### src/rtl/crc_rx_arbiter_pkg.sv
// Shared constants and the CRC-8 remainder helper for the receive-side
// CRC arbiter. The codeword is right-aligned in a fixed-width container;
// leading zeros do not change a remainder that starts from zero.
package crc_rx_pkg;

  localparam int          CRC_BW     = 8;
  localparam logic [7:0]  CRC_POLY   = 8'h07;
  localparam int          CRC_CW_MAX = 72;

  // Remainder of the whole codeword divided by x^8+x^2+x+1 (0x107),
  // one bit per step, MSB first.
  function automatic logic [7:0] crc8_rem(input logic [CRC_CW_MAX-1:0] codeword);
    logic [7:0] rem;
    logic       fb;
    rem = 8'h00;
    fb  = 1'b0;
    for (int i = CRC_CW_MAX - 1; i >= 0; i--) begin
      fb  = rem[7];
      rem = {rem[6:0], codeword[i]};
      if (fb) begin
        rem = rem ^ CRC_POLY;
      end else begin
        rem = rem;
      end
    end
    return rem;
  endfunction

endpackage

### src/rtl/crc_rx_arbiter_if.sv
// Requester and consumer handshake bundle of the CRC receive arbiter.
// master = the traffic side (deframers + consumer), slave = the arbiter.
interface crc_rx_arbiter_if #(
  parameter int BW   = 40,
  parameter int N_CH = 2
);
  import crc_rx_pkg::*;

  localparam int CH_W = $clog2(N_CH);

  logic [N_CH-1:0]               in_valid;
  logic [N_CH-1:0]               in_ready;
  logic [N_CH*(BW+CRC_BW)-1:0]   in_data;
  logic                          out_valid;
  logic                          out_ready;
  logic [BW-1:0]                 out_data;
  logic                          out_ok;
  logic [CH_W-1:0]               out_ch;

  modport master (
    output in_valid, in_data, out_ready,
    input  in_ready, out_valid, out_data, out_ok, out_ch
  );

  modport slave (
    input  in_valid, in_data, out_ready,
    output in_ready, out_valid, out_data, out_ok, out_ch
  );

endinterface

### src/rtl/crc_rx_arbiter_crc8_check.sv
// Combinational CRC-8 pass/fail check of one {payload, crc} codeword.
module crc8_check
  import crc_rx_pkg::*;
#(
  parameter int BW = 40
) (
  input  logic [BW+CRC_BW-1:0] codeword,
  output logic                 ok
);

  assign ok = (crc8_rem(CRC_CW_MAX'(codeword)) == 8'h00);

endmodule

### src/rtl/crc_rx_arbiter.sv
// Round-robin arbiter sharing one CRC-8 checker among N_CH requesters,
// with a single registered output stage and saturating error counters.
module crc_rx_arbiter
  import crc_rx_pkg::*;
#(
  parameter int BW       = 40,
  parameter int N_CH     = 2,
  parameter int CNT_W    = 16,
  parameter bit DROP_BAD = 1'b0
) (
  input  logic                  clk,
  input  logic                  rstn,
  crc_rx_arbiter_if.slave       bus,
  input  logic                  clr_cnt,
  output logic [N_CH*CNT_W-1:0] err_cnt
);

  localparam int              CW      = BW + CRC_BW;
  localparam int              CH_W    = $clog2(N_CH);
  localparam logic [CNT_W-1:0] CNT_MAX = {CNT_W{1'b1}};

  logic [CH_W-1:0]  r_rr;
  logic             r_out_valid;
  logic [BW-1:0]    r_out_data;
  logic             r_out_ok;
  logic [CH_W-1:0]  r_out_ch;
  logic [CNT_W-1:0] r_cnt [N_CH];

  logic [CW-1:0]    w_cw_arr [N_CH];
  logic             w_any;
  logic [CH_W-1:0]  w_idx;
  logic [CH_W:0]    w_c;
  logic [CW-1:0]    w_cw;
  logic             w_ok;
  logic             w_slot_free;
  logic             w_take;
  logic             w_load;
  logic [CH_W-1:0]  w_rr_next;

  // Split the flat codeword bus into one word per channel.
  always_comb begin
    for (int c = 0; c < N_CH; c++) begin
      w_cw_arr[c] = bus.in_data[c*CW +: CW];
    end
  end

  // Search requesters starting at the pointer; the first valid one wins.
  always_comb begin
    w_any = 1'b0;
    w_idx = '0;
    w_c   = '0;
    for (int i = 0; i < N_CH; i++) begin
      w_c = {1'b0, r_rr} + (CH_W+1)'(i);
      if (w_c >= (CH_W+1)'(N_CH)) begin
        w_c = w_c - (CH_W+1)'(N_CH);
      end else begin
        w_c = w_c;
      end
      if (!w_any && bus.in_valid[w_c[CH_W-1:0]]) begin
        w_any = 1'b1;
        w_idx = w_c[CH_W-1:0];
      end else begin
        w_any = w_any;
        w_idx = w_idx;
      end
    end
  end

  assign w_cw = w_cw_arr[w_idx];

  crc8_check #(.BW(BW)) u_crc (
    .codeword (w_cw),
    .ok       (w_ok)
  );

  // A bad word under DROP_BAD never needs the output slot, so it is always taken.
  assign w_slot_free = ~r_out_valid | bus.out_ready;
  assign w_take      = rstn & w_any & (w_slot_free | (DROP_BAD & ~w_ok));
  assign w_load      = w_take & (w_ok | ~DROP_BAD);
  assign w_rr_next   = (w_idx == CH_W'(N_CH - 1)) ? '0 : w_idx + CH_W'(1);

  // Grant is one-hot on the winning channel only when the transfer can happen.
  always_comb begin
    bus.in_ready = '0;
    if (w_take) begin
      bus.in_ready[w_idx] = 1'b1;
    end else begin
      bus.in_ready = '0;
    end
  end

  assign bus.out_valid = r_out_valid;
  assign bus.out_data  = r_out_data;
  assign bus.out_ok    = r_out_ok;
  assign bus.out_ch    = r_out_ch;

  // Output stage: load on accept, drain on out_ready, otherwise hold.
  always_ff @(posedge clk or negedge rstn) begin
    if (!rstn) begin
      r_out_valid <= 1'b0;
      r_out_data  <= '0;
      r_out_ok    <= 1'b0;
      r_out_ch    <= '0;
    end else if (w_load) begin
      r_out_valid <= 1'b1;
      r_out_data  <= w_cw[CW-1:CRC_BW];
      r_out_ok    <= w_ok;
      r_out_ch    <= w_idx;
    end else if (bus.out_ready) begin
      r_out_valid <= 1'b0;
    end else begin
      r_out_valid <= r_out_valid;
    end
  end

  // Round-robin pointer moves past the winner only on an accepted transfer.
  always_ff @(posedge clk or negedge rstn) begin
    if (!rstn) begin
      r_rr <= '0;
    end else if (w_take) begin
      r_rr <= w_rr_next;
    end else begin
      r_rr <= r_rr;
    end
  end

  // Per-channel saturating error counters; clear wins over increment.
  always_ff @(posedge clk or negedge rstn) begin
    if (!rstn) begin
      for (int c = 0; c < N_CH; c++) begin
        r_cnt[c] <= '0;
      end
    end else begin
      for (int c = 0; c < N_CH; c++) begin
        if (clr_cnt) begin
          r_cnt[c] <= '0;
        end else if (w_take && !w_ok && (w_idx == CH_W'(c)) && (r_cnt[c] != CNT_MAX)) begin
          r_cnt[c] <= r_cnt[c] + CNT_W'(1);
        end else begin
          r_cnt[c] <= r_cnt[c];
        end
      end
    end
  end

  // Pack the counters onto the flat output bus.
  always_comb begin
    err_cnt = '0;
    for (int c = 0; c < N_CH; c++) begin
      err_cnt[c*CNT_W +: CNT_W] = r_cnt[c];
    end
  end

endmodule

### src/flat_wrapper.sv
// flat-port wrapper written by rule: the top's interface ports become plain ports
module crc_rx_arbiter_flat import crc_rx_pkg::*;
#(
  parameter int BW       = 40,
  parameter int N_CH     = 2,
  parameter int CNT_W    = 16,
  parameter bit DROP_BAD = 1'b0
)
  (clk, rstn, clr_cnt, err_cnt, bus_in_valid, bus_in_data, bus_out_ready, bus_in_ready, bus_out_valid, bus_out_data, bus_out_ok, bus_out_ch);
  crc_rx_arbiter_if #(.BW(BW), .N_CH(N_CH)) bus_i ();
  input  logic clk;
  input  logic rstn;
  input  logic clr_cnt;
  output logic [N_CH*CNT_W-1:0] err_cnt;
  input wire logic [$bits(bus_i.in_valid)-1:0] bus_in_valid;
  input wire logic [$bits(bus_i.in_data)-1:0] bus_in_data;
  input wire logic [$bits(bus_i.out_ready)-1:0] bus_out_ready;
  output wire logic [$bits(bus_i.in_ready)-1:0] bus_in_ready;
  output wire logic [$bits(bus_i.out_valid)-1:0] bus_out_valid;
  output wire logic [$bits(bus_i.out_data)-1:0] bus_out_data;
  output wire logic [$bits(bus_i.out_ok)-1:0] bus_out_ok;
  output wire logic [$bits(bus_i.out_ch)-1:0] bus_out_ch;
  assign bus_i.in_valid = bus_in_valid;
  assign bus_i.in_data = bus_in_data;
  assign bus_i.out_ready = bus_out_ready;
  assign bus_in_ready = bus_i.in_ready;
  assign bus_out_valid = bus_i.out_valid;
  assign bus_out_data = bus_i.out_data;
  assign bus_out_ok = bus_i.out_ok;
  assign bus_out_ch = bus_i.out_ch;
  crc_rx_arbiter #(.BW(BW), .N_CH(N_CH), .CNT_W(CNT_W), .DROP_BAD(DROP_BAD)) u_core (.clk(clk), .rstn(rstn), .bus(bus_i), .clr_cnt(clr_cnt), .err_cnt(err_cnt));
endmodule
### config.mk
export PLATFORM = sky130hd
export DESIGN_NAME = crc_rx_arbiter_flat
export DESIGN_NICKNAME = d
export VERILOG_FILES = /design/src/rtl/crc_rx_arbiter_pkg.sv /design/src/rtl/crc_rx_arbiter_if.sv /design/src/rtl/crc_rx_arbiter_crc8_check.sv /design/src/rtl/crc_rx_arbiter.sv /design/src/flat_wrapper.sv
export SDC_FILE = /design/constraint.sdc
export NUM_CORES = 1
export LEC_CHECK = 0
export ABC_AREA = 1
export BUFFER_PORTS_ARGS = -buffer_cell sky130_fd_sc_hd__buf_2
export CAP_MARGIN = 25
export CORE_MARGIN = 3
export CORE_UTILIZATION = 51
export DETAILED_ROUTE_END_ITERATION = 6
export PLACE_DENSITY = 0.78
export SYNTH_ARGS = -nofsm -noshare
export SYNTH_HDL_FRONTEND = slang
export SYNTH_SLANG_ARGS = --single-unit
### constraint.sdc
create_clock -name clk -period 9.8 [get_ports clk]
set_input_delay 1.47 -clock clk [delete_from_list [all_inputs] [get_ports clk]]
set_output_delay 1.47 -clock clk [all_outputs]
set_load 0.05 [all_outputs]
==> key figures <==
Timing
  – Minimum clock period after layout: 6.22 ns
  – Hold_ws: approximately 0.48 ns
  – RSZ-0062 raised after global routing: false
  – Hold Fails Final Rpt: 0
  – Max-slew violation count: 0
  – Tightest Pin Transition: between 0.9 and 1 ns
  – Final setup skew: 0.00428 ns
  – Final Setup Violations: 0
  – Max_slew headroom: around 36%
  – Setup TNS: 0 ns
  – Tcrit/Tclk final: 63.4%
  – FMAX: 161 MHz

Floorplan
  – Initial Utilization: 53.0%
  – Row cnt: 42
  – I/O pin count: 179
  – Die Area: 15400 um2
  – Core area: roughly 13000 um2
  – Die Y: 124 um
  – Chip Width: 124 um

Synth
  – Mapped Avg Cell Area: 6.15 um2
  – Post-synth EDFFs: 0
  – Seq/Total Area, Yosys: 26.7%
  – Asr flop ratio synth: 100%
  – Synth top area cells: dfrtp_1 27%, nand2_1 25%, nand3_1 9.5%, inv_1 5.4%, o21ai_0 4.7%
  – Top cell type's share of synthesized area: 26.7%
  – Main synth FF type: dfrtp_1
  – Yosys cell types: 36
  – Flops & latches, synth: 76
  – Cell count after synthesis: 1159
  – Syn nets: 1263
  – Top cells by instance count after synthesis: 469 x nand2_1, 135 x nand3_1, 102 x inv_1
  – Mapped cell area: 7130 um2
  – Yosys top cell by area: dfrtp_1
  – Yosys warns: 0
  – Cell with the most instances after synthesis: nand2_1

Clock tree
  – Clock Pin Slew Worst Setup and Hold Paths: 0.06 ns
  – Hold-fix buffers at CTS: 0
  – H-tree depth: 3
  – Clock tree sinks: 76
  – CTS max path bufs: 2
  – Total CTS buffers: 9
  – TritonCTS clock tree: yes
  – Clk_lat worst skew: 0.34 ns
  – Root Buffer Master: clkbuf_16
  – Post-CTS Setup Bufs: 0
  – Post-CTS sizing: 0

Power and ir drop
  – Int Pwr: roughly 0.99 mW
  – P per Cell Area: approximately 260 nW/um2
  – Clock Power Share: 15.8%
  – Comb power frac: 67.0%
  – PnR Total Power: ~2.2 mW
  – Switching Share: 54.6%
  – P_sw: 1.19 mW
  – Worst ir drop on vdd: 0.000165 V
  – Pleak: 4.95 nW
  – Seq pwr share: 17.1%

Placement
  – Gpl congestion: 0.907
  – Placed cell count: 1480
  – HPWL after DPL: 15.1 mm
  – PortBufs: 178
  – DP Area: 8080 um2

Setup path
  – Crit path kind: input port to flip-flop
  – CP most frequent cell: nand2_1
  – Slowest CP cell: nand2_4
  – Max incr delay on CP: 0.61 ns
  – Arrival @ worst endpoint: 6.50 ns
  – Worst-path maximum fanout: 64
  – Crit end category: flip-flop
  – Worst setup SP type: input port
  – CP Data Required Time: 10.08 ns

Routing
  – Vias: between 7000 and 8000
  – Drt pass-1 iters: 5
  – Residual DRC: 0
  – DRT iter0 DRCs: 648
  – WL final: 20.0 mm
  – DR vias/cell: 5.28
  – DRT antenna net count: 0
  – WL/cell: around 13 um

Global routing
  – Largest net degree at the start of global routing: 65
  – Tot GR Track Use: 25.5%
  – Total gr overflow: 0
  – Vias in the first global route: 7147
  – Initial antenna violation count: 0
  – First-pass GRT wire length: 33.6 mm

Finish
  – Area delta synth->final: 17.5%
  – Multi-input gate area: 4520 um2
  – Ant. Diodes: 0
  – Area of all placed cells without fillers: 8380 um2
  – Sequential cell area: between 1500 and 2000 um2
  – Nets@finish: ~1400
  – Fin cells: 1495
  – Filler cells: 1301
  – Share of layout cells above drive strength 1: 25.2%

Min path
  – HP Class: flip-flop to flip-flop

Job
  – Number of max-cap violations: 0

Outcome
  – Status: finished, final reports clean
[routing by layer]
| metal | up-vias | routed length [um] | global-route usage (%) |
|---|---|---|---|
| met5 | - | 0 | 0 |
| met2 | 230 | 9450 | 42.6 |
| met3 | 26 | 1120 | 3.52 |
| met1 | 3618 | 9090 | 34.9 |
| met4 | 0 | 303 | 6.83 |
| li1 | 4026 | - | - |
[cell type report]
class / count / share of cell area, %
Clock buffer: 10 / 2.85
Clock inverter: 5 / 0.747
Inverter: 132 / 5.91
Multi-Input combinational cell: 914 / 54.0
Sequential cell: 76 / 22.7
Tap cell: 176 / 2.63
Timing Repair Buffer: 182 / 11.2
[kinds of logic (layout without fill, tap and decap cells)]
family / after synthesis / after routing / share of synthesized area, %
AND/OR/NAND/NOR: 804 / 804 / 53.4
buffers and inverters: 169 / 329 / 10.0
AO/OA/AOI/OAI: 76 / 76 / 5.41
flip-flops: 76 / 76 / 26.7
XOR/XNOR: 29 / 29 / 3.67
multiplexers: 3 / 3 / 0.421
adder cells (fa/ha/maj): 2 / 2 / 0.351
[metrics by stage]
stage / worst slack, ns / util, %
2_1_floorplan: 5.26 / -
3_3_place_gp: 3.39 / 59.9
3_5_place_dp: 3.29 / 60.0
4_1_cts: 3.63 / 62.3
5_1_grt: 2.90 / 62.3
6_report: 3.58 / 62.3
[path summary, 6_finish.rpt]
kind / endpoint / slack, ns / depth (start not counted) / from
worst min register to register: u_core.bus.out_data[17] / 0.48 / 2 / u_core.bus.out_data[17]
worst max register to register: u_core.err_cnt[4] / 4.39 / 34 / u_core.r_rr
max in group asynchronous: u_core.err_cnt[3] / 7.77 / 2 / rstn
min in group asynchronous: u_core.err_cnt[10] / 1.06 / 1 / rstn
worst max-delay path: u_core.err_cnt[4] / 3.58 / 34 / bus_in_valid[0]
worst min-delay path: u_core.bus.out_data[17] / 0.48 / 2 / u_core.bus.out_data[17]
[flip-flops by register name, indices dropped and copies added, names as in the netlist]
name,flops
u_core.bus.out_data,40
u_core.bus.out_ok,1
u_core.bus.out_ch,1
u_core.err_cnt,32
u_core.bus.out_valid,1
u_core.r_rr,1
[worst max-delay path, delay by kind of cell]
family | cells | cell delay [ns]
compound gates | 1 | 0.15
simple gates | 29 | 4.19
buf+inv | 4 | 0.61
[power by group through the flow]
stage	sequential, mW	combinational [mW]	clock (mW)
final	0.372	1.46	0.343
after global routing	0.377	1.65	0.361
after detailed placement	0.377	1.43	0
after floorplan	0.505	1.04	0
after CTS	0.372	1.44	0.349
after global placement	0.377	1.41	0
[cell usage in the layout, fill, tap and decap left out, types with 21 or more instances in the layout]
| cell | count |
|---|---|
| nand2_1 | 469 |
| buf_2 | 177 |
| nand3_1 | 135 |
| inv_1 | 101 |
| dfrtp_1 | 76 |
| o21ai_0 | 67 |
| nand2_2 | 40 |
| nand4_1 | 36 |
| inv_2 | 31 |
| nand3_2 | 30 |
| xor2_1 | 24 |
| or2_2 | 22 |
| nand3b_1 | 21 |
Note: power is estimated with default switching activity, not from simulation.
